--- src/rtl/pipe_ctrl_if.sv ---
// pipe_ctrl_if: hazard inputs and pipeline-register controls
// shared by the Y86-64 pipeline control unit and its driver.
interface pipe_ctrl_if #(
   parameter int CNT_W = 32
);
   logic             start;
   logic [3:0]       D_icode;
   logic [3:0]       d_srcA;
   logic [3:0]       d_srcB;
   logic [3:0]       E_icode;
   logic [3:0]       E_dstM;
   logic             e_Cnd;
   logic [3:0]       M_icode;
   logic [3:0]       m_stat;
   logic [3:0]       W_icode;
   logic [3:0]       W_stat;
   logic             F_stall;
   logic             D_stall;
   logic             D_bubble;
   logic             E_bubble;
   logic             M_bubble;
   logic             W_stall;
   logic             running;
   logic [3:0]       proc_stat;
   logic [CNT_W-1:0] cycle_cnt;
   logic [CNT_W-1:0] retire_cnt;
   logic [CNT_W-1:0] hazard_cnt;

   modport master (
      output start, D_icode, d_srcA, d_srcB, E_icode, E_dstM,
      output e_Cnd, M_icode, m_stat, W_icode, W_stat,
      input  F_stall, D_stall, D_bubble, E_bubble, M_bubble, W_stall,
      input  running, proc_stat, cycle_cnt, retire_cnt, hazard_cnt
   );

   modport slave (
      input  start, D_icode, d_srcA, d_srcB, E_icode, E_dstM,
      input  e_Cnd, M_icode, m_stat, W_icode, W_stat,
      output F_stall, D_stall, D_bubble, E_bubble, M_bubble, W_stall,
      output running, proc_stat, cycle_cnt, retire_cnt, hazard_cnt
   );
endinterface

--- src/rtl/pipe_ctrl.sv ---
// pipe_ctrl: stall/bubble generation, IDLE/RUN/HALT sequencing
// and saturating performance counters for the 5-stage Y86-64 core.
module pipe_ctrl #(
   parameter int CNT_W = 32
) (
   input logic        clock,
   input logic        reset,
   pipe_ctrl_if.slave bus
);
   localparam logic [3:0] AOK    = 4'b1000;
   localparam logic [3:0] NONE   = 4'hF;
   localparam logic [3:0] NOP    = 4'h1;
   localparam logic [3:0] MRMOVQ = 4'h5;
   localparam logic [3:0] JXX    = 4'h7;
   localparam logic [3:0] RET    = 4'h9;
   localparam logic [3:0] POPQ   = 4'hB;

   typedef enum logic [1:0] {
      S_IDLE = 2'd0,
      S_RUN  = 2'd1,
      S_HALT = 2'd2
   } state_t;

   state_t           state_q, state_d;
   logic             running_q;
   logic [3:0]       proc_stat_q;
   logic [CNT_W-1:0] cyc_q, cyc_d;
   logic [CNT_W-1:0] ret_q, ret_d;
   logic [CNT_W-1:0] hz_q, hz_d;

   logic lu, ret, mis, excM, excW, in_run;

   // Hazard terms straight from the stage registers
   always_comb begin
      lu   = (bus.E_icode == MRMOVQ || bus.E_icode == POPQ) &&
             (bus.E_dstM != NONE) &&
             (bus.E_dstM == bus.d_srcA || bus.E_dstM == bus.d_srcB);
      ret  = (bus.D_icode == RET) || (bus.E_icode == RET) ||
             (bus.M_icode == RET);
      mis  = (bus.E_icode == JXX) && !bus.e_Cnd;
      excM = (bus.m_stat != AOK);
      excW = (bus.W_stat != AOK);
      in_run = (state_q == S_RUN);
   end

   // Pipeline register controls; frozen pipe outside RUN
   always_comb begin
      bus.F_stall  = 1'b1;
      bus.D_stall  = 1'b1;
      bus.D_bubble = 1'b0;
      bus.E_bubble = 1'b1;
      bus.M_bubble = 1'b1;
      bus.W_stall  = 1'b1;
      if (in_run) begin
         bus.F_stall  = lu | ret;
         bus.D_stall  = lu;
         bus.D_bubble = mis | (ret & ~lu);
         bus.E_bubble = mis | lu;
         bus.M_bubble = excM | excW;
         bus.W_stall  = excW;
      end
   end

   // Next state: HALT is sticky until reset
   always_comb begin
      state_d = state_q;
      unique case (state_q)
         S_IDLE:  if (bus.start) state_d = S_RUN;
         S_RUN:   if (excW) state_d = S_HALT;
         S_HALT:  state_d = S_HALT;
         default: state_d = S_IDLE;
      endcase
   end

   // State register with registered running flag and final status
   always_ff @(posedge clock) begin
      if (reset) begin
         state_q     <= S_IDLE;
         running_q   <= 1'b0;
         proc_stat_q <= AOK;
      end else begin
         state_q   <= state_d;
         running_q <= (state_d == S_RUN);
         if (in_run && excW) proc_stat_q <= bus.W_stat;
      end
   end

   // Saturating increments, only while running
   always_comb begin
      cyc_d = cyc_q;
      ret_d = ret_q;
      hz_d  = hz_q;
      if (in_run) begin
         if (cyc_q != '1) cyc_d = cyc_q + CNT_W'(1);
         if (bus.W_icode != NOP && !excW && ret_q != '1)
            ret_d = ret_q + CNT_W'(1);
         if ((lu || ret) && hz_q != '1) hz_d = hz_q + CNT_W'(1);
      end
   end

   // Performance counter registers
   always_ff @(posedge clock) begin
      if (reset) begin
         cyc_q <= '0;
         ret_q <= '0;
         hz_q  <= '0;
      end else begin
         cyc_q <= cyc_d;
         ret_q <= ret_d;
         hz_q  <= hz_d;
      end
   end

   assign bus.running    = running_q;
   assign bus.proc_stat  = proc_stat_q;
   assign bus.cycle_cnt  = cyc_q;
   assign bus.retire_cnt = ret_q;
   assign bus.hazard_cnt = hz_q;
endmodule

--- src/flat_wrapper.sv ---
// flat-port wrapper written by rule: the top's interface ports become plain ports
module pipe_ctrl_flat 
#(
   parameter int CNT_W = 32
)
  (clock, reset, bus_start, bus_D_icode, bus_d_srcA, bus_d_srcB, bus_E_icode, bus_E_dstM, bus_e_Cnd, bus_M_icode, bus_m_stat, bus_W_icode, bus_W_stat, bus_F_stall, bus_D_stall, bus_D_bubble, bus_E_bubble, bus_M_bubble, bus_W_stall, bus_running, bus_proc_stat, bus_cycle_cnt, bus_retire_cnt, bus_hazard_cnt);
  pipe_ctrl_if #(.CNT_W(CNT_W)) bus_i ();
  input logic clock;
  input logic reset;
  input wire logic [$bits(bus_i.start)-1:0] bus_start;
  input wire logic [$bits(bus_i.D_icode)-1:0] bus_D_icode;
  input wire logic [$bits(bus_i.d_srcA)-1:0] bus_d_srcA;
  input wire logic [$bits(bus_i.d_srcB)-1:0] bus_d_srcB;
  input wire logic [$bits(bus_i.E_icode)-1:0] bus_E_icode;
  input wire logic [$bits(bus_i.E_dstM)-1:0] bus_E_dstM;
  input wire logic [$bits(bus_i.e_Cnd)-1:0] bus_e_Cnd;
  input wire logic [$bits(bus_i.M_icode)-1:0] bus_M_icode;
  input wire logic [$bits(bus_i.m_stat)-1:0] bus_m_stat;
  input wire logic [$bits(bus_i.W_icode)-1:0] bus_W_icode;
  input wire logic [$bits(bus_i.W_stat)-1:0] bus_W_stat;
  output wire logic [$bits(bus_i.F_stall)-1:0] bus_F_stall;
  output wire logic [$bits(bus_i.D_stall)-1:0] bus_D_stall;
  output wire logic [$bits(bus_i.D_bubble)-1:0] bus_D_bubble;
  output wire logic [$bits(bus_i.E_bubble)-1:0] bus_E_bubble;
  output wire logic [$bits(bus_i.M_bubble)-1:0] bus_M_bubble;
  output wire logic [$bits(bus_i.W_stall)-1:0] bus_W_stall;
  output wire logic [$bits(bus_i.running)-1:0] bus_running;
  output wire logic [$bits(bus_i.proc_stat)-1:0] bus_proc_stat;
  output wire logic [$bits(bus_i.cycle_cnt)-1:0] bus_cycle_cnt;
  output wire logic [$bits(bus_i.retire_cnt)-1:0] bus_retire_cnt;
  output wire logic [$bits(bus_i.hazard_cnt)-1:0] bus_hazard_cnt;
  assign bus_i.start = bus_start;
  assign bus_i.D_icode = bus_D_icode;
  assign bus_i.d_srcA = bus_d_srcA;
  assign bus_i.d_srcB = bus_d_srcB;
  assign bus_i.E_icode = bus_E_icode;
  assign bus_i.E_dstM = bus_E_dstM;
  assign bus_i.e_Cnd = bus_e_Cnd;
  assign bus_i.M_icode = bus_M_icode;
  assign bus_i.m_stat = bus_m_stat;
  assign bus_i.W_icode = bus_W_icode;
  assign bus_i.W_stat = bus_W_stat;
  assign bus_F_stall = bus_i.F_stall;
  assign bus_D_stall = bus_i.D_stall;
  assign bus_D_bubble = bus_i.D_bubble;
  assign bus_E_bubble = bus_i.E_bubble;
  assign bus_M_bubble = bus_i.M_bubble;
  assign bus_W_stall = bus_i.W_stall;
  assign bus_running = bus_i.running;
  assign bus_proc_stat = bus_i.proc_stat;
  assign bus_cycle_cnt = bus_i.cycle_cnt;
  assign bus_retire_cnt = bus_i.retire_cnt;
  assign bus_hazard_cnt = bus_i.hazard_cnt;
  pipe_ctrl #(.CNT_W(CNT_W)) u_core (.clock(clock), .reset(reset), .bus(bus_i));
endmodule
--- config.mk ---
export PLATFORM = sky130hd
export DESIGN_NAME = pipe_ctrl_flat
export DESIGN_NICKNAME = d
export VERILOG_FILES = /design/src/rtl/pipe_ctrl_if.sv /design/src/rtl/pipe_ctrl.sv /design/src/flat_wrapper.sv
export SDC_FILE = /design/constraint.sdc
export NUM_CORES = 1
export LEC_CHECK = 0
export ABC_CLOCK_PERIOD_IN_PS = 5700
export CAP_MARGIN = 30
export CORE_UTILIZATION = 45
export CTS_BUF_LIST = sky130_fd_sc_hd__clkbuf_2 sky130_fd_sc_hd__clkbuf_4 sky130_fd_sc_hd__clkbuf_8
export CTS_CLUSTER_SIZE = 24
export DETAILED_ROUTE_END_ITERATION = 6
export PLACE_DENSITY = 0.79
export SLEW_MARGIN = 15
export SYNTH_ARGS = -nofsm -noshare
export SYNTH_HDL_FRONTEND = slang
export SYNTH_SLANG_ARGS = --single-unit
--- constraint.sdc ---
create_clock -name clock -period 5.7 [get_ports clock]
set_input_delay 1.14 -clock clock [delete_from_list [all_inputs] [get_ports clock]]
set_output_delay 1.14 -clock clock [all_outputs]
set_load 0.1 [all_outputs]
Word-level counts from Yosys, hierarchy flattened

Index checks and enable logic that the tools add are counted.

Bits in registers: 103
Input bits: 40

Add/sub/neg operators: 3
Equality and inequality tests: 18
Multiplexer cells: 9
Bitwise logic cells: 6
Reduce and logical (&&, ||, !) cells: 18

Operators by type and width:

| operator                                                                 | number |
|---|---|
| 32-bit by 1-bit adder with 32-bit output (second input constant)         | 3 |
| 32-bit inequality test (second input constant)                           | 3 |
| 4-bit equality test (second input constant)                              | 4 |
| 4-bit inequality test (second input constant)                            | 3 |
| 4-bit by 3-bit equality test with 1-bit output (second input constant)   | 2 |
| 4-bit equality test                                                      | 2 |
| 1-bit logical AND                                                        | 7 |
| 1-bit 2-to-1 mux                                                         | 6 |
| 2-bit case mux with 3 select lines                                       | 1 |
| 2-bit AND reduction                                                      | 3 |
| 1-bit logical OR                                                         | 5 |
| 2-bit by 1-bit equality test with 1-bit output (second input constant)   | 2 |
| 2-bit 2-to-1 mux                                                         | 2 |
| 4-bit by 1-bit inequality test with 1-bit output (second input constant) | 1 |
| 1-bit OR                                                                 | 4 |
| 2-bit equality test (second input constant)                              | 1 |
| 1-bit logical NOT                                                        | 2 |
| 2-bit logical NOT                                                        | 1 |
| 1-bit bitwise AND                                                        | 1 |
| 1-bit NOT                                                                | 1 |

Depth between registers and ports, before layout

Gate-level depths: netlist of run 1.

Word-level depth: 8
Depth in mapped cells: 9

Worst setup path after synthesis of run 1

OpenSTA, ideal clock, no wires.

Path type: input-to-output
Start point: input bus_E_icode[1]
End point: output bus_D_bubble
Arrival time: 3.190 ns
Required time: 4.560 ns
Setup slack: 1.370 ns
Cell stages on the path: 5
Cell sequence: and3b_1 -> o211ai_1 -> a21oi_2 -> nand2b_1 -> a21oi_1

Longest elaborated chain between the ends: 8
Elaborated cells between the ends (all ways): 14
Classes of those cells: eq/ne (4); mux (1); bitwise (3); reduce/logical (6)

Ends and longest elaborated chain:

| what                                                                                  | line               | text |
|---|---|---|
| start: declaration                                                                    | flat_wrapper.sv:14 | `input wire logic [$bits(bus_i.E_icode)-1:0] bus_E_icode;` |
| 4-bit by 3-bit equality test with 1-bit output or 4-bit equality test (tied branches) | pipe_ctrl.sv:35    | `lu = (bus.E_icode == MRMOVQ \|\| bus.E_icode == POPQ) &&` |
| 1-bit logical OR                                                                      | pipe_ctrl.sv:35    |  |
| 1-bit logical AND                                                                     | pipe_ctrl.sv:35    |  |
| 1-bit logical AND                                                                     | pipe_ctrl.sv:36    | `(bus.E_dstM != NONE) &&` |
| 1-bit NOT                                                                             | pipe_ctrl.sv:57    | `bus.D_bubble = mis \| (ret & ~lu);` |
| 1-bit bitwise AND                                                                     | pipe_ctrl.sv:57    |  |
| 1-bit OR *                                                                            | pipe_ctrl.sv:57    |  |
| 1-bit 2-to-1 mux *                                                                    | pipe_ctrl.sv:54    | `if (in_run) begin` |
| end: declaration                                                                      | flat_wrapper.sv:23 | `output wire logic [$bits(bus_i.D_bubble)-1:0] bus_D_bubble;` |

Every way passes the cells marked *; elsewhere a longest branch is shown, timed or not.

Worst setup path after layout of run 1

Start point: input bus_W_stat[3]
End point: output bus_M_bubble

Longest elaborated chain between the ends: 3

Ends and longest elaborated chain:

| what                  | line               | text |
|---|---|---|
| start: declaration    | flat_wrapper.sv:20 | `input wire logic [$bits(bus_i.W_stat)-1:0] bus_W_stat;` |
| 4-bit inequality test | pipe_ctrl.sv:42    | `excW = (bus.W_stat != AOK);` |
| 1-bit OR              | pipe_ctrl.sv:59    | `bus.M_bubble = excM \| excW;` |
| 1-bit 2-to-1 mux      | pipe_ctrl.sv:54    |  |
| end: declaration      | flat_wrapper.sv:25 | `output wire logic [$bits(bus_i.M_bubble)-1:0] bus_M_bubble;` |

Every way passes these cells.

==> run_results.csv, run 1 <==
group,metric,value,unit
clock_network,clock-sinks,103,
logic_synthesis,synth-seq-area-share,40.22,%
floorplan,core,10980,um2
timing,max-slew-margin-rel,32.38,%
finish,area_growth,35.12,%
global_route,use_met2,36.89,%
placement,routabilityCongestion,0.8290,
timing,worst_slack,1310,ps
timing,setup_tns,0,ps
logic_synthesis,ys.flop_type,"dfxtp_1",
logic_synthesis,yosys.area.top_type,"dfxtp_1",
clock_network,cts_inserted_buffers,9,
timing,fin_hold_ws,501.6,ps
detailed_routing,vias,4912,
placement,preCtsSetupSlack,1285,ps
clock_network,cts_tree,"yes",
clock_network,cts_setup_buffers,0,
run_status,status,"completed",
logic_synthesis,synth.avg_cell_area,8.544,um2
logic_synthesis,synthArstFlopShare,0,%
timing,rsz0062_at_grt,"no",
global_route,grt_max_degree,56,
clock_network,cts_max_level,3,
timing,worst_pin_slew,1011,ps
flow_run,cap_violations,0,
detailed_routing,wire_per_inst,14.55,um
finish,postLayoutCellArea,6927,um2
logic_synthesis,syn_area,5126,um2
clock_network,path_clk_slew,90,ps
timing,max_freq,227.8,MHz
finish,drive_gt1_share,6.199,%
worst_setup_path,cpMaxStageDelayCell,"clkdlybuf4s50_1",
power_and_ir_drop,power.total,1.329,mW
logic_synthesis,syn_inst,600,
floorplan,boundaryPins,147,
logic_synthesis,ys_warn_count,0,
floorplan,num_rows,38,
floorplan,die_h,108.7,um
logic_synthesis,synth_common_cells,"dfxtp_1 (103), nor2_1 (78), nand2_1 (45)",
clock_network,clockBufferDepth,2,
clock_network,insertion_delay,360,ps
logic_synthesis,synth_edf_count,0,
placement,port_buffers,146,
worst_setup_path,worst_ep_arrival_time,3250,ps
power_and_ir_drop,leakagePower,2.215,nW
placement,placed_area,6719,um2
worst_setup_path,path_max_fanout,6,
logic_synthesis,yosysMostFrequentCell,"dfxtp_1",
worst_setup_path,start_kind,"input port",
floorplan,dieArea,11820,um2
timing,hold_violations,0,
detailed_routing,drcViolationCount,0,
detailed_routing,antenna_left,0,
floorplan,fp.dieW,108.7,um
clock_network,cts_root_buf,"clkbuf_8",
finish,antenna_cells,0,
logic_synthesis,ys_seq_elements,103,
worst_setup_path,cp.required,4560,ps
global_route,grt.busiest_layer,"met2",
power_and_ir_drop,irDropWorstVdd,0.1347,mV
finish,fin_cells,882,
timing,setup_viol,0,
timing,min_period,4390,ps
logic_synthesis,synth_cell_types,53,
global_route,overflow,0,
power_and_ir_drop,power_density,191.8,nW/um2
worst_setup_path,crit_type,"input port to output pin",
global_route,grt_pass1_wl,21010,um
detailed_routing,dr.pass1.iters,5,
global_route,antenna_found_initial,0,
logic_synthesis,syn_nets,643,
placement,hpwl,9177,um
floorplan,start_util,46.67,%
worst_setup_path,max_stage_delay,990,ps
clock_network,holdBufCountCts,0,
timing,slew_viol_final,0,
placement,dp.cells,866,
global_route,grt_pass1_vias,4568,
worst_setup_path,crit_path_end_kind,"output pin",
finish,final_util,63.07,%
global_route,grtUsageTotal,22.06,%
detailed_routing,drt_wl_total,12830,um
logic_synthesis,synth_top_area_share,40.22,%
worst_setup_path,worstPathCellList,"clkdlybuf4s50_1 -> nor4b_4 -> nand3_1 -> clkdlybuf4s50_1",
detailed_routing,drt_iter0_markers,269,
detailed_routing,via_per_inst,5.569,
global_route,grt_use_met3,4.662,%
finish,fin_nets,780,
timing,fin_crit_sh,77.01,%
worst_hold_path,min_path_type,"register to register",
logic_synthesis,synth_top_cells_by_area,"dfxtp_1 (40%), xor2_1 (6.7%), nor2_1 (5.7%)",
worst_setup_path,cp_common_cell,"clkdlybuf4s50_1",
clock_network,cts_resized,0,
global_route,gr-usage-met1,28.08,%
timing,skew,9.164,ps
==> cell type report <==
cell class | count | area (um2)
Fill cell | 944 | 4056
Tap cell | 140 | 175.2
Sequential cell | 103 | 2062
Timing Repair Buffer | 151 | 1519
Clock buffer | 11 | 151.4
Clock inverter | 5 | 56.30
Multi-Input combinational cell | 464 | 2933
Inverter | 8 | 30.03
==> power breakdown <==
group	switching [mW]	internal [mW]	total, mW
Sequential	0.00369	0.723	0.727
Clock	0.249	0.227	0.475
Combinational	0.0773	0.0492	0.127
Total	0.330	0.999	1.33
==> path summary, 6_finish.rpt <==
path / slack [ps] / to / start / cells past startpoint
max: 1310 / bus_M_bubble / bus_W_stat[3] / 4
max reg2reg: 3300 / u_core.bus.hazard_cnt[25] / u_core.bus.hazard_cnt[2] / 6
min reg2reg: 500 / u_core.bus.running / u_core.state_q[1] / 1
min: 500 / u_core.bus.running / u_core.state_q[1] / 1
==> flip-flops by register name (all words and copies together), names as in the netlist <==
| signal | cells |
|---|---|
| u_core.bus.cycle_cnt | 32 |
| u_core.bus.proc_stat | 4 |
| u_core.state_q | 2 |
| u_core.bus.running | 1 |
| u_core.bus.hazard_cnt | 32 |
| u_core.bus.retire_cnt | 32 |
==> layer usage <==
layer  routed length, um  share of wire, %  up-vias
li1                    -                 -     2427
met1                5712                45     2324
met2                6202                48      150
met3                 769               6.0       11
met4                 145               1.1        0
met5                   0                 0        -
==> critical path, delay by kind of cell <==
kind                   cells  cell delay, ps
buffers and inverters      2            1530
AND/OR/NAND/NOR            2             580
==> layout by cell type (no fill, tap or decap), types with 15 or more instances in the layout <==
cell type          n
a21oi_1           29
and3_1            16
clkdlybuf4s50_1  141
dfxtp_1          103
nand2_1           45
nand3_1           36
nand4_1           30
nor2_1            78
nor3_1            15
o21ai_0           19
or3_1             22
xnor2_1           31
xor2_1            39
==> kinds of logic (layout without fill, tap and decap cells) <==
group / count (synthesis) / after routing / synth area share (%)
buf+inv: 33 / 175 / 2.685
compound gates: 74 / 74 / 10.11
flops: 103 / 103 / 40.22
fa+ha+maj: 3 / 3 / 0.7323
mux: 5 / 5 / 1.001
simple gates: 312 / 312 / 33.29
xor+xnor: 70 / 70 / 11.96
No activity file was read; power rests on OpenSTA's default activity.
==> inputs of run 2 (changes only) <==
Settings changed: ABC_CLOCK_PERIOD_IN_PS 5700 to 4600.
Clock period 5.7 ns to 4.6 ns, I/O delays scaled along.
==> run 2 against run 1 <==
- non-clock buffer count unchanged
- routed wire length increased by 2.6%
- critical path depth increased by 3
- count of clock-buffer cells in the layout decreased by 1
- die area unchanged
- sequential cell count unchanged
- core utilization decreased by 0.24 points
- design area decreased by 0.38%
- combinational power increased by 22%
- first-iteration DRC count increased by 15%
- largest power group unchanged
==> run_results.csv, run 2 (synthesis results as in run 1) <==
group,metric,value,unit
timing,hold_violations,0,
global_route,antenna_found_initial,0,
finish,area_growth,34.61,%
timing,skew,7.868,ps
timing,slew_viol_final,0,
clock_network,cts_inserted_buffers,9,
floorplan,dieArea,11820,um2
floorplan,num_rows,38,
worst_setup_path,crit_type,"input port to output pin",
finish,n_fill_cell,922,
detailed_routing,wire_per_inst,14.93,um
detailed_routing,dr.pass1.iters,4,
worst_setup_path,path_max_fanout,5,
detailed_routing,vias,4863,
placement,placed_area,6666,um2
clock_network,cts_setup_buffers,0,
floorplan,fp.dieW,108.7,um
finish,drive_gt1_share,6.469,%
floorplan,core,10980,um2
global_route,grtUsageTotal,22.42,%
clock_network,cts_tree,"yes",
placement,routabilityCongestion,0.8700,
worst_hold_path,min_path_type,"register to register",
clock_network,clock-sinks,103,
finish,final_cell_mix,"clkdlybuf4s50_1 (139), dfxtp_1 (103), nor2_1 (78)",
power_and_ir_drop,leakagePower,2.202,nW
global_route,grt_pass1_wl,21510,um
clock_network,cts_max_level,3,
floorplan,die_h,108.7,um
global_route,overflow,0,
detailed_routing,drt_iter0_markers,309,
worst_setup_path,cp.required,3680,ps
power_and_ir_drop,irDropWorstVdd,0.1757,mV
clock_network,cts_resized,0,
timing,setup_tns,0,ps
flow_run,cap_violations,0,
finish,layout_commonest_cell,"clkdlybuf4s50_1",
timing,fin_crit_sh,75.62,%
detailed_routing,drt_wl_total,13170,um
detailed_routing,antenna_left,0,
clock_network,path_clk_slew,90,ps
global_route,grt_max_degree,106,
placement,port_buffers,146,
finish,regArea,2062,um2
finish,antenna_cells,0,
placement,dp.cells,864,
timing,min_period,3478,ps
power_and_ir_drop,power_density,236.9,nW/um2
floorplan,boundaryPins,147,
clock_network,clockBufferDepth,2,
worst_setup_path,crit_path_end_kind,"output pin",
timing,setup_viol,0,
detailed_routing,via_per_inst,5.514,
clock_network,insertion_delay,350,ps
clock_network,cts_root_buf,"clkbuf_8",
run_status,status,"completed",
floorplan,start_util,46.67,%
clock_network,holdBufCountCts,0,
timing,max_freq,287.5,MHz
global_route,grt_pass1_vias,4639,
finish,fin_nets,780,
finish,fin_cells,882,
worst_setup_path,worst_ep_arrival_time,2560,ps
finish,multi_input_area,2933,um2
worst_setup_path,start_kind,"input port",
finish,postLayoutCellArea,6900,um2
timing,rsz0062_at_grt,"no",
detailed_routing,drcViolationCount,0,
timing,worst_pin_slew,1020,ps
timing,max-slew-margin-rel,31.80,%
placement,hpwl,9176,um
==> run 2: changes by cell type in the layout (fill, tap and decap cells not counted) <==
cell             previous run  this run
buf_4                       8        11
inv_6                       0         2
clkinvlp_4                  1         2
clkinv_4                    1         0
clkinv_2                    2         1
buf_12                      1         0
clkbuf_4                    0         1
clkbuf_8                   11         9
clkdlybuf4s50_1           141       139
==> run 2: final timing paths <==
kind         depth (start not counted)                      start                       end  slack (ps)
max                                  7             bus_E_icode[2]              bus_D_bubble        1120
min reg2reg                          2    u_core.bus.proc_stat[3]   u_core.bus.proc_stat[3]         500
max reg2reg                          7  u_core.bus.hazard_cnt[18]  u_core.bus.hazard_cnt[7]        2200
min                                  2    u_core.bus.proc_stat[3]   u_core.bus.proc_stat[3]         500
==> run 2: critical path: stages <==
cell             delay [ps]
clkdlybuf4s50_1         510
and3b_1                 200
o211ai_1                210
a21oi_2                 100
nand2b_1                150
a21oi_1                 160
buf_4                   320
==> run 2: layer usage <==
metal | vias to the layer above | routed length (um) | global-route usage [%]
met5 | - | 0 | 0
met4 | 0 | 199 | 7.915
met3 | 22 | 804 | 4.244
met2 | 152 | 6384 | 38.20
met1 | 2266 | 5779 | 28.19
li1 | 2423 | - | -
==> run 2: power breakdown <==
group,switching (mW),internal [mW],leakage (nW)
combinational,0.0957,0.0588,1.27
clock,0.318,0.261,0.0967
sequential,0.00473,0.896,0.830
==> run 2: metrics by stage <==
step,utilization [%],hold slack (ps),power (mW),setup WS [ps]
6_report,62.83,496.7,1.634,1122
5_1_grt,62.83,521.3,1.696,986.4
4_1_cts,62.51,501.8,1.645,1109
3_5_place_dp,60.70,478.5,1.073,1121
3_3_place_gp,60.70,459.8,1.070,1175
2_1_floorplan,-,466.4,1.014,709.6
==> run 2: final cells by class <==
cell class	count	share of cell area (%)
clock buffer	10	1.904
sequential	103	29.88
multi-input combinational	464	42.50
timing repair buffer	151	21.76
clock inverter	6	0.9791
inverter	8	0.4352
tap	140	2.539
